## config.mk

```make
export PLATFORM = sky130hd
export DESIGN_NAME = ervp_loop_address_generator
export DESIGN_NICKNAME = d
export VERILOG_FILES = /design/src/rtl/ervp_loop_address_generator.sv
export SDC_FILE = /design/constraint.sdc
export NUM_CORES = 1
export LEC_CHECK = 0
export ABC_CLOCK_PERIOD_IN_PS = 5700
export CORE_MARGIN = 4
export CORE_UTILIZATION = 45
export DETAILED_ROUTE_END_ITERATION = 10
export PLACE_DENSITY = 0.71
export SLEW_MARGIN = 20
export SYNTH_ARGS = -nofsm -noshare
export SYNTH_HDL_FRONTEND = slang
export SYNTH_SLANG_ARGS = --single-unit
```

## constraint.sdc

```tcl
create_clock -name clk -period 5.7 [get_ports clk]
set_input_delay 1.14 -clock clk [delete_from_list [all_inputs] [get_ports clk]]
set_output_delay 1.14 -clock clk [all_outputs]
set_load 0.005 [all_outputs]
```

## src/rtl/ervp_loop_address_generator.sv

```systemverilog
// ervp_loop_address_generator
// Two-level nested-loop address sequencer. Each launched job emits
// base + i1*stride1 + i0*stride0 for every (i1, i0) point, inner loop first,
// over a valid/ready handshake, flags the first/last address and pulses done.
// Optional feature macro: ERVP_LOOP_ADDRGEN_ABORT_EN adds an abort input that
// ends a running job early.
module ervp_loop_address_generator #(
  parameter int BW_ADDR   = 32,
  parameter int BW_COUNT  = 16,
  parameter int BW_STRIDE = 16
) (
  input  logic                 clk,
  input  logic                 rstp,
  input  logic                 enable,
  input  logic                 start,
`ifdef ERVP_LOOP_ADDRGEN_ABORT_EN
  input  logic                 abort,
`endif
  input  logic [BW_ADDR-1:0]   base_addr,
  input  logic [BW_COUNT-1:0]  count0,
  input  logic [BW_COUNT-1:0]  count1,
  input  logic [BW_STRIDE-1:0] stride0,
  input  logic [BW_STRIDE-1:0] stride1,
  output logic                 busy,
  output logic                 done,
  output logic                 addr_valid,
  input  logic                 addr_ready,
  output logic [BW_ADDR-1:0]   addr,
  output logic                 addr_first,
  output logic                 addr_last
);

  typedef enum logic [1:0] {ST_IDLE, ST_RUN, ST_DONE} state_e;

  state_e               state_q, state_d;
  logic [BW_COUNT-1:0]  count0_q, count0_d;
  logic [BW_COUNT-1:0]  count1_q, count1_d;
  logic [BW_STRIDE-1:0] stride0_q, stride0_d;
  logic [BW_STRIDE-1:0] stride1_q, stride1_d;
  logic [BW_COUNT-1:0]  i0_q, i0_d;
  logic [BW_COUNT-1:0]  i1_q, i1_d;
  logic [BW_ADDR-1:0]   row_addr_q, row_addr_d;
  logic [BW_ADDR-1:0]   addr_q, addr_d;

  logic [BW_ADDR-1:0]   stride0_ext;
  logic [BW_ADDR-1:0]   stride1_ext;
  logic                 i0_end;
  logic                 i1_end;
  logic                 running;
  logic                 xfer;
  logic                 abort_req;

`ifdef ERVP_LOOP_ADDRGEN_ABORT_EN
  assign abort_req = abort;
`else
  assign abort_req = 1'b0;
`endif

  // Strides are signed; widening them lets plain addition wrap modulo 2^BW_ADDR.
  assign stride0_ext = BW_ADDR'(signed'(stride0_q));
  assign stride1_ext = BW_ADDR'(signed'(stride1_q));

  assign i0_end  = (i0_q == count0_q - BW_COUNT'(1));
  assign i1_end  = (i1_q == count1_q - BW_COUNT'(1));
  assign running = (state_q == ST_RUN);
  assign xfer    = running & addr_ready & enable;

  // Outputs come straight from registered state; enable only gates valid/done.
  assign busy       = (state_q != ST_IDLE);
  assign done       = (state_q == ST_DONE) & enable;
  assign addr_valid = running & enable;
  assign addr       = addr_q;
  assign addr_first = running & (i0_q == '0) & (i1_q == '0);
  assign addr_last  = running & i0_end & i1_end;

  // Next-state and loop-index update logic.
  always_comb begin
    // NOTE: every _d starts from its _q so untaken branches hold state and no latch is inferred.
    state_d    = state_q;
    count0_d   = count0_q;
    count1_d   = count1_q;
    stride0_d  = stride0_q;
    stride1_d  = stride1_q;
    i0_d       = i0_q;
    i1_d       = i1_q;
    row_addr_d = row_addr_q;
    addr_d     = addr_q;

    case (state_q)
      ST_IDLE: begin
        if (start && enable) begin
          count0_d   = count0;
          count1_d   = count1;
          stride0_d  = stride0;
          stride1_d  = stride1;
          i0_d       = '0;
          i1_d       = '0;
          row_addr_d = base_addr;
          addr_d     = base_addr;
          state_d    = (count0 == '0 || count1 == '0) ? ST_DONE : ST_RUN;
        end
      end
      ST_RUN: begin
        if (xfer) begin
          if (!i0_end) begin
            i0_d   = i0_q + BW_COUNT'(1);
            addr_d = addr_q + stride0_ext;
          end else if (!i1_end) begin
            i0_d       = '0;
            i1_d       = i1_q + BW_COUNT'(1);
            row_addr_d = row_addr_q + stride1_ext;
            addr_d     = row_addr_q + stride1_ext;
          end else begin
            state_d = ST_DONE;
          end
        end
        // Abort overrides the loop but lets a same-cycle transfer complete.
        if (enable && abort_req) begin
          state_d = ST_DONE;
        end
      end
      ST_DONE: begin
        if (enable) begin
          state_d = ST_IDLE;
        end
      end
      default: state_d = ST_IDLE;
    endcase
  end

  // State registers with asynchronous active-high reset.
  always_ff @(posedge clk or posedge rstp) begin
    if (rstp) begin
      state_q    <= ST_IDLE;
      count0_q   <= '0;
      count1_q   <= '0;
      stride0_q  <= '0;
      stride1_q  <= '0;
      i0_q       <= '0;
      i1_q       <= '0;
      row_addr_q <= '0;
      addr_q     <= '0;
    end else begin
      // NOTE: non-blocking assignments so every flop samples pre-edge values.
      state_q    <= state_d;
      count0_q   <= count0_d;
      count1_q   <= count1_d;
      stride0_q  <= stride0_d;
      stride1_q  <= stride1_d;
      i0_q       <= i0_d;
      i1_q       <= i1_d;
      row_addr_q <= row_addr_d;
      addr_q     <= addr_d;
    end
  end

endmodule

```

### Yosys cells after proc, flatten, opt, wreduce, memory -nomap -nowiden

Cells that the tools add are included.

| storage, ports and cells | value |
|---|---|
| flip-flop bits (word level) | 162 |
| input port bits | 101 |
| output and inout port bits | 37 |
| word-level logic and storage cells | 71 |

| cells by class | value |
|---|---|
| $add $sub $neg | 6 |
| equal/unequal tests | 11 |
| muxes and demuxes | 24 |
| bitwise operators | 8 |
| reduce and logical (&&, ||, !) cells | 13 |

Operators with widths:

| operator | count |
|---|---|
| two-way mux 32 bit | 6 |
| one-hot mux 32 bit (2 select lines) | 2 |
| two-way mux 16 bit | 7 |
| adder 32 bit | 2 |
| zero test 16 bit | 4 |
| one-hot mux 16 bit (2 select lines) | 2 |
| adder 16 x 1 -> 16 bit, second input constant | 2 |
| == test 16 bit | 2 |
| subtractor 16 x 1 -> 16 bit, second input constant | 2 |
| two-way mux 2 bit | 6 |
| != test 2 bit, second input constant | 5 |
| AND reduction 5 bit | 2 |
| AND 1 bit | 8 |
| one-hot mux 2 bit (3 select lines) | 1 |
| AND reduction 4 bit | 1 |
| nonzero test 2 bit | 2 |
| != test 3 bit, second input constant | 1 |
| == test 2 x 1 -> 1 bit, second input constant | 1 |
| == test 2 bit, second input constant | 1 |
| zero test 2 bit | 1 |
| != test 2 x 1 -> 1 bit, second input constant | 1 |
| AND reduction 2 bit | 1 |
| logical AND 1 bit | 1 |
| logical OR 1 bit | 1 |

### Longest topological paths before layout

Gate-level depths: netlist of the first run.

| depth | value |
|---|---|
| depth in word-level cells | 6 |
| depth in mapped cells | 15 |

### Worst setup path after synthesis of the first run

OpenSTA, ideal clock, no wires.

| timing path | value |
|---|---|
| kind | flip-flop to output port |
| start | register count0_q[0] |
| end | output addr_last |
| arrival time | 2901 ps |
| required time | 4560 ps |
| setup slack | 1659 ps |
| stages on the path, launching flop included | 11 |
| path buffers | 2 |
| path through | dfrtp_1 or4_1 clkbuf_1 nor2_1 xor2_1 or4_1 a211oi_1 nor3b_1 nand2_1 clkbuf_1 nor2_1 |

| on the way | value |
|---|---|
| cells in the longest elaborated chain, start to end | 4 |

Ends and longest elaborated chain:

| item | RTL line | source |
|---|---|---|
| start: declaration | 36 | `logic [BW_COUNT-1:0] count0_q, count0_d;` |
| start signal: assignment | 146 | `count0_q <= count0_d;` |
| subtractor 16 x 1 -> 16 bit | 63 | `assign i0_end = (i0_q == count0_q - BW_COUNT'(1));` |
| == test 16 bit | 63 |  |
| AND 1 bit (2 in series) | 74 | `assign addr_last = running & i0_end & i1_end;` |
| end: declaration | 30 | `output logic addr_last` |

No other way between the ends.

### Worst setup path after layout of the first run

| timing path | value |
|---|---|
| start | register count1_q[0] |
| end | output addr_last |

| on the way | value |
|---|---|
| cells in the longest elaborated chain, start to end | 3 |

Ends and longest elaborated chain:

| item | RTL line | source |
|---|---|---|
| start: declaration | 37 | `logic [BW_COUNT-1:0] count1_q, count1_d;` |
| start signal: assignment | 147 | `count1_q <= count1_d;` |
| subtractor 16 x 1 -> 16 bit | 64 | `assign i1_end = (i1_q == count1_q - BW_COUNT'(1));` |
| == test 16 bit | 64 |  |
| AND 1 bit | 74 |  |

No other way between the ends.

==> out/summary.txt, run 1 <==
Largest family of logic cells by synthesized area - compound AO/OA/AOI/OAI gates
Total core area - 25200 sq um
Layout filler cell count - 2263
# diodes - 0
Peak Freq - 194 MHz
# rows - 58
Max Buffers Root-to-Sink - 2
Number of global-route vias before repair - 10.1k
Share of flip-flops with an asynchronous set or reset - 1.00
DRT antenna net count - 0
Crit. End Element - primary output
Crit path required time - 4.56 ns
Slew HR - 0.344
Global-route wire length before repair - 53100 um
Clock tree from TritonCTS - done
Die width - 168 um
Post-route minimum period - 5.16 ns
#FFs+latches synth - 162
Hold_buf cts - 0
Period utilization - 0.905
CP Data Arrival Time - 4.02 ns
Syn_area_per_cell - 8.96 sq um
Final WL - 32700 um
Largest net degree at the start of global routing - 107
TritonRoute pass-1 iters - 6
Adder-Cell Fraction of Synth Area - 0.0774
Worst-case vdd ir drop - 0.256 mV
Htree depth - 4
Critical path cell sequence - inv_1 > ha_1 > or3b_2 > or4_1 > a211oi_1 > o2111a_1 > o21ai_1 > or4_4 > nor2_1 > clkdlybuf4s50_1
Setup Buffers After CTS - 0
XOR/XNOR Fraction of Synth Area - 0.0791
RSZ-0062 raised after global routing - no
Max Cap Violations - 0
Skew final - 0.0208 ns
Top-count cell post-synth - dfrtp_1
Post-synth top cells - dfrtp_1, nor2_1, nand2_1
Synth Area in Simple Gates - 0.188
Final Slew Violations - 0
Critical-path top delay cell - or4_1
Initial DRC count - 834
Via/cell ratio - 5.99
Crit path kind - reg2out
R2r setup slk - 1.10 ns
Final Core Density - 0.547
Total power - 7.61 mW
Sequential share of the synthesized area - 0.352
Synth Area in Compound Gates - 0.204
Synth top area cells - dfrtp_1, ha_1, mux2_2
Setup TNS Final - 0 ns
Synth cell types - 78
Lkg Pwr - 5.83 nW
CTS Root Cell - clkbuf_16
Cts bufs inserted - 17
GR Util All Layers - 0.230
Final Net Count - 1563
Hold WC Path Type - reg2reg
Remaining global-route overflow - 0
I/O pins - 138
Syn Inst Count - 1285
Critical Path Start Type - flip-flop
Routed WL per cell - 18.8 um
Clock sink total - 162
Syn Nets - 1456
Crit-path max cell delay - 0.55 ns
Chip height - 168 um
Area leader, netlist - dfrtp_1
DR vias - 10.4k
Port bufs - 137
# setup viols final - 0
Count of flip-flops with a built-in enable after synthesis - 0
Worst skew pair latency - 0.45 ns
Worst-Margin Slew - 0.985 ns
Fraction of layout cells with a size suffix above 1 - 0.0940
Clock-pin slew on the worst setup and hold paths - 0.07 ns
Power Density - 553 nW/um^2
Mux share of post-synthesis cell area - 0.0675
Initial antenna violation count - 0
DR DRC count - 0
Top cell type's share of synthesized area - 0.352
Ys flop type - dfrtp_1
Detailed Place HPWL - 23600 um
Placer Congestion - 0.937
Status - finished clean
Starting Density - 0.457
Final Hold Violating Endpoints - 0
Crit-path max FO - 7
Yosys warnings - 0
Post-CTS resize count - 0
Synth-to-layout area growth - 19.7%
Die area - 28200 sq um
Mapped Area - 11500 sq um
worst max-delay path, delay by kind of cell (launching register included):
family	cells	cell delay, ns
DFF	1	0.41
buffers and inverters	2	0.62
AOI/OAI and AO/OA	3	0.60
adders and majority gates	1	0.21
and+or+nand+nor	4	1.74
path summary, 6_finish.rpt:
path,startpoint,to,cells after the start
setup / recovery,count1_q[0]$_DFFE_PP0P_,addr_last,10
hold / removal,row_addr_q[23]$_DFFE_PP0P_,row_addr_q[23]$_DFFE_PP0P_,1
setup reg to reg,count1_q[0]$_DFFE_PP0P_,addr[28]$_DFFE_PP0P_,13
hold reg to reg,row_addr_q[23]$_DFFE_PP0P_,row_addr_q[23]$_DFFE_PP0P_,1
max in group asynchronous,rstp,row_addr_q[20]$_DFFE_PP0P_,3
min in group asynchronous,rstp,stride1_q[0]$_DFFE_PP0P_,2
where the power goes:
group	total [mW]	internal, mW	switching, mW
Clock	1.18	0.598	0.579
Combinational	4.35	2.07	2.28
Sequential	2.08	1.58	0.507
area by class of cell:
cell class	count	area [sq um]	share of cell area
clock buffer	17	425	0.0309
timing repair buffer	151	1480	0.107
multi-input combinational	1031	7120	0.517
sequential	162	4050	0.294
inverter	29	114	0.00826
tap	330	413	0.0300
clock inverter	15	179	0.0130
metrics by stage:
step,cells,worst slack [ns],area (sq um),hold WS (ns)
after floorplan,1285,0.183,11500,0.468
after global placement,1703,1.17,13200,0.479
after detailed placement,1703,1.11,13200,0.484
after CTS,1735,0.547,13800,0.501
after global routing,1735,0.347,13800,0.520
final,1735,0.544,13800,0.498
logic make-up after synthesis:
logic type / Yosys count
AND/OR/NAND/NOR: 441
AO/OA/AOI/OAI: 346
flip-flops: 162
XOR/XNOR: 104
buffers and inverters: 92
multiplexers: 70
adder cells (fa/ha/maj): 70
metal layers:
layer  wire length [um]  up-vias  global-route usage
met5                  0        -                   0
met4                972        0              0.0755
met3               2190       65              0.0465
met2              15100      397               0.372
met1              14400     4976               0.309
li1                   -     4956                   -
sequential cells by signal, indices dropped and copies added (netlist names):
signal / count
count0_q: 16
stride1_q: 16
stride0_q: 16
addr: 32
state_q: 2
count1_q: 16
row_addr_q: 32
i0_q: 16
i1_q: 16
cell usage in the layout (no fill, tap or decap), types with 14 or more instances in the layout:
cell type        synthesis  final
a31oi_1                 20     20
o21a_1                  14     14
buf_4                    1     14
nor3_1                  23     23
xor2_1                  46     46
nand3_1                 27     27
a21oi_1                 67     67
clkbuf_16                0     17
inv_1                   29     28
nor4_1                  25     25
a21o_1                  31     31
o21ai_0                 68     68
o211ai_1                14     14
ha_1                    68     68
nand4_1                 16     16
mux2_2                  61     61
xnor2_1                 58     58
dfrtp_1                162    162
o22a_1                  17     17
o31ai_1                 19     19
nand2_1                119    119
a211oi_1                19     19
and3_1                  17     17
clkdlybuf4s50_1          0    137
nor2_1                 130    128
No activity file was read; power rests on OpenSTA's default activity.
==> run 2: changes to the inputs <==
CORE_UTILIZATION = 52   (was 45)
PLACE_DENSITY = 0.8   (was 0.71)
SLEW_MARGIN = 30   (was 20)
==> run 2 against run 1 <==
Net effect: highest routed layer unchanged; largest cell class unchanged; worst hold slack gained 0.0062 ns; global-route usage grew 3.5 points; fmax shrank 4.9%; largest power group unchanged; first-iteration DRC count grew 6.2%; clock power shrank 4%; core utilization grew 7.9 points; die area shrank 13%; critical path type unchanged.
==> out/summary.txt, run 2 (same netlist as run 1, synthesis figures left out) <==
Final worst setup slack - 0.276 ns
Status - finished clean
# rows - 54
Worst-case vdd ir drop - 0.290 mV
Final Net Count - 1560
I/O pins - 138
Fraction of layout cells with a size suffix above 1 - 0.0913
Placed cells - 1650
Hold WC Path Type - reg2reg
Worst Min Path Start - row_addr_q[23]$_DFFE_PP0P_
Setup TNS Final - 0 ns
Global-route wire length before repair - 52600 um
Hold Crit Depth - 1
Total power - 7.57 mW
Final Core Density - 0.626
Period utilization - 0.952
Initial DRC count - 886
Routed WL per cell - 19.0 um
Non-filler cells, final - 1682
Worst-case reg-to-reg path depth - 11
Clock tree from TritonCTS - done
Cts bufs inserted - 17
Total core area - 21800 sq um
DR vias - 10.5k
Critical-path top delay cell - or4_1
Post-CTS resize count - 0
Crit-path max cell delay - 0.56 ns
DP Area - 13100 sq um
Critical path cell sequence - inv_1 > ha_1 > nand2b_1 > nor2_1 > nand2_1 > or4_1 > a211oi_1 > nor3b_1 > buf_4 > nand2_1 > nor2_1 > clkdlybuf4s50_1
Detailed Place HPWL - 23200 um
CP Data Arrival Time - 4.28 ns
Die area - 24600 sq um
Synth-to-layout area growth - 18.7%
Peak Freq - 184 MHz
Final WL - 32000 um
Layout filler cell count - 1808
Setup Buffers After CTS - 0
Worst skew pair latency - 0.45 ns
GR Util All Layers - 0.265
Multi-input logic area - 7120 sq um
Via/cell ratio - 6.22
Chip height - 157 um
Final Slew Violations - 0
TritonRoute pass-1 iters - 5
RSZ-0062 raised after global routing - no
Initial antenna violation count - 0
Lkg Pwr - 5.80 nW
Hold_buf cts - 0
R2r endpoint - addr[29]$_DFFE_PP0P_
Largest net degree at the start of global routing - 101
Crit-path max FO - 13
Worst-Margin Slew - 0.853 ns
CTS Root Cell - clkbuf_16
Final Hold Violating Endpoints - 0
Placer Congestion - 0.960
Power Density - 554 nW/um^2
Most common cell after layout, fill and taps aside - dfrtp_1
Pre-CTS WS - 0.826 ns
Critical Path Start Type - flip-flop
DR DRC count - 0
Port bufs - 137
Crit path required time - 4.56 ns
Final hold slack - 0.504 ns
Max Buffers Root-to-Sink - 2
Htree depth - 4
Remaining global-route overflow - 0
# setup viols final - 0
Critical R2R Launch - count0_q[9]$_DFFE_PP0P_
Clock sink total - 162
Hold endpoint - row_addr_q[23]$_DFFE_PP0P_
Die width - 157 um
Clock-pin slew on the worst setup and hold paths - 0.07 ns
Skew final - 0.0135 ns
Crit. End Element - primary output
Starting Density - 0.527
Post-route minimum period - 5.42 ns
R2r setup slk - 1.32 ns
Crit path kind - reg2out
# diodes - 0
Design Area, Final - 13700 sq um
Register Area - 4050 sq um
Number of global-route vias before repair - 10.4k
DRT antenna net count - 0
Commonest cells after routing, fill and taps aside - dfrtp_1, clkdlybuf4s50_1, nor2_1, nand2_1
Slew HR - 0.431
Max Cap Violations - 0
==> run 2: how the worst max path moves through the flow <==
stage | from | end | slack, ns
after floorplan | rstp | addr[0]$_DFFE_PP0P_ | 0.18
after global placement | count0_q[0]$_DFFE_PP0P_ | addr_last | 0.83
after detailed placement | count0_q[0]$_DFFE_PP0P_ | addr_last | 0.83
after CTS | count0_q[2]$_DFFE_PP0P_ | addr_last | 0.34
after global routing | count0_q[0]$_DFFE_PP0P_ | addr_last | 0.02
final | count0_q[0]$_DFFE_PP0P_ | addr_last | 0.28
==> run 2: area by class of cell <==
cell class	count	share of cell area
Inverter	29	0.00852
Timing Repair Buffer	148	0.107
Multi-Input combinational cell	1031	0.521
Clock inverter	15	0.00989
Tap cell	280	0.0256
Clock buffer	17	0.0311
Sequential cell	162	0.297
==> run 2: critical path: cells and delay by family, from the launching register on <==
kind	cells	cell delay, ns
compound gates	1	0.24
fa+ha+maj	1	0.25
buf+inv	3	0.84
flops	1	0.41
simple gates	7	2.09
==> run 2: report_power, final <==
part	switching (mW)	internal (mW)	total, mW
sequential	0.495	1.58	2.07
clock	0.551	0.578	1.13
combinational	2.30	2.07	4.37
total	3.34	4.23	7.57
==> run 2: per-layer routing <==
| layer | vias up | routed length, um | global-route usage |
|---|---|---|---|
| li1 | 4954 | - | - |
| met4 | 0 | 950 | 0.0893 |
| met3 | 68 | 2210 | 0.0523 |
| met2 | 406 | 15100 | 0.438 |
| met1 | 5029 | 13700 | 0.350 |
| met5 | - | 0 | 0 |
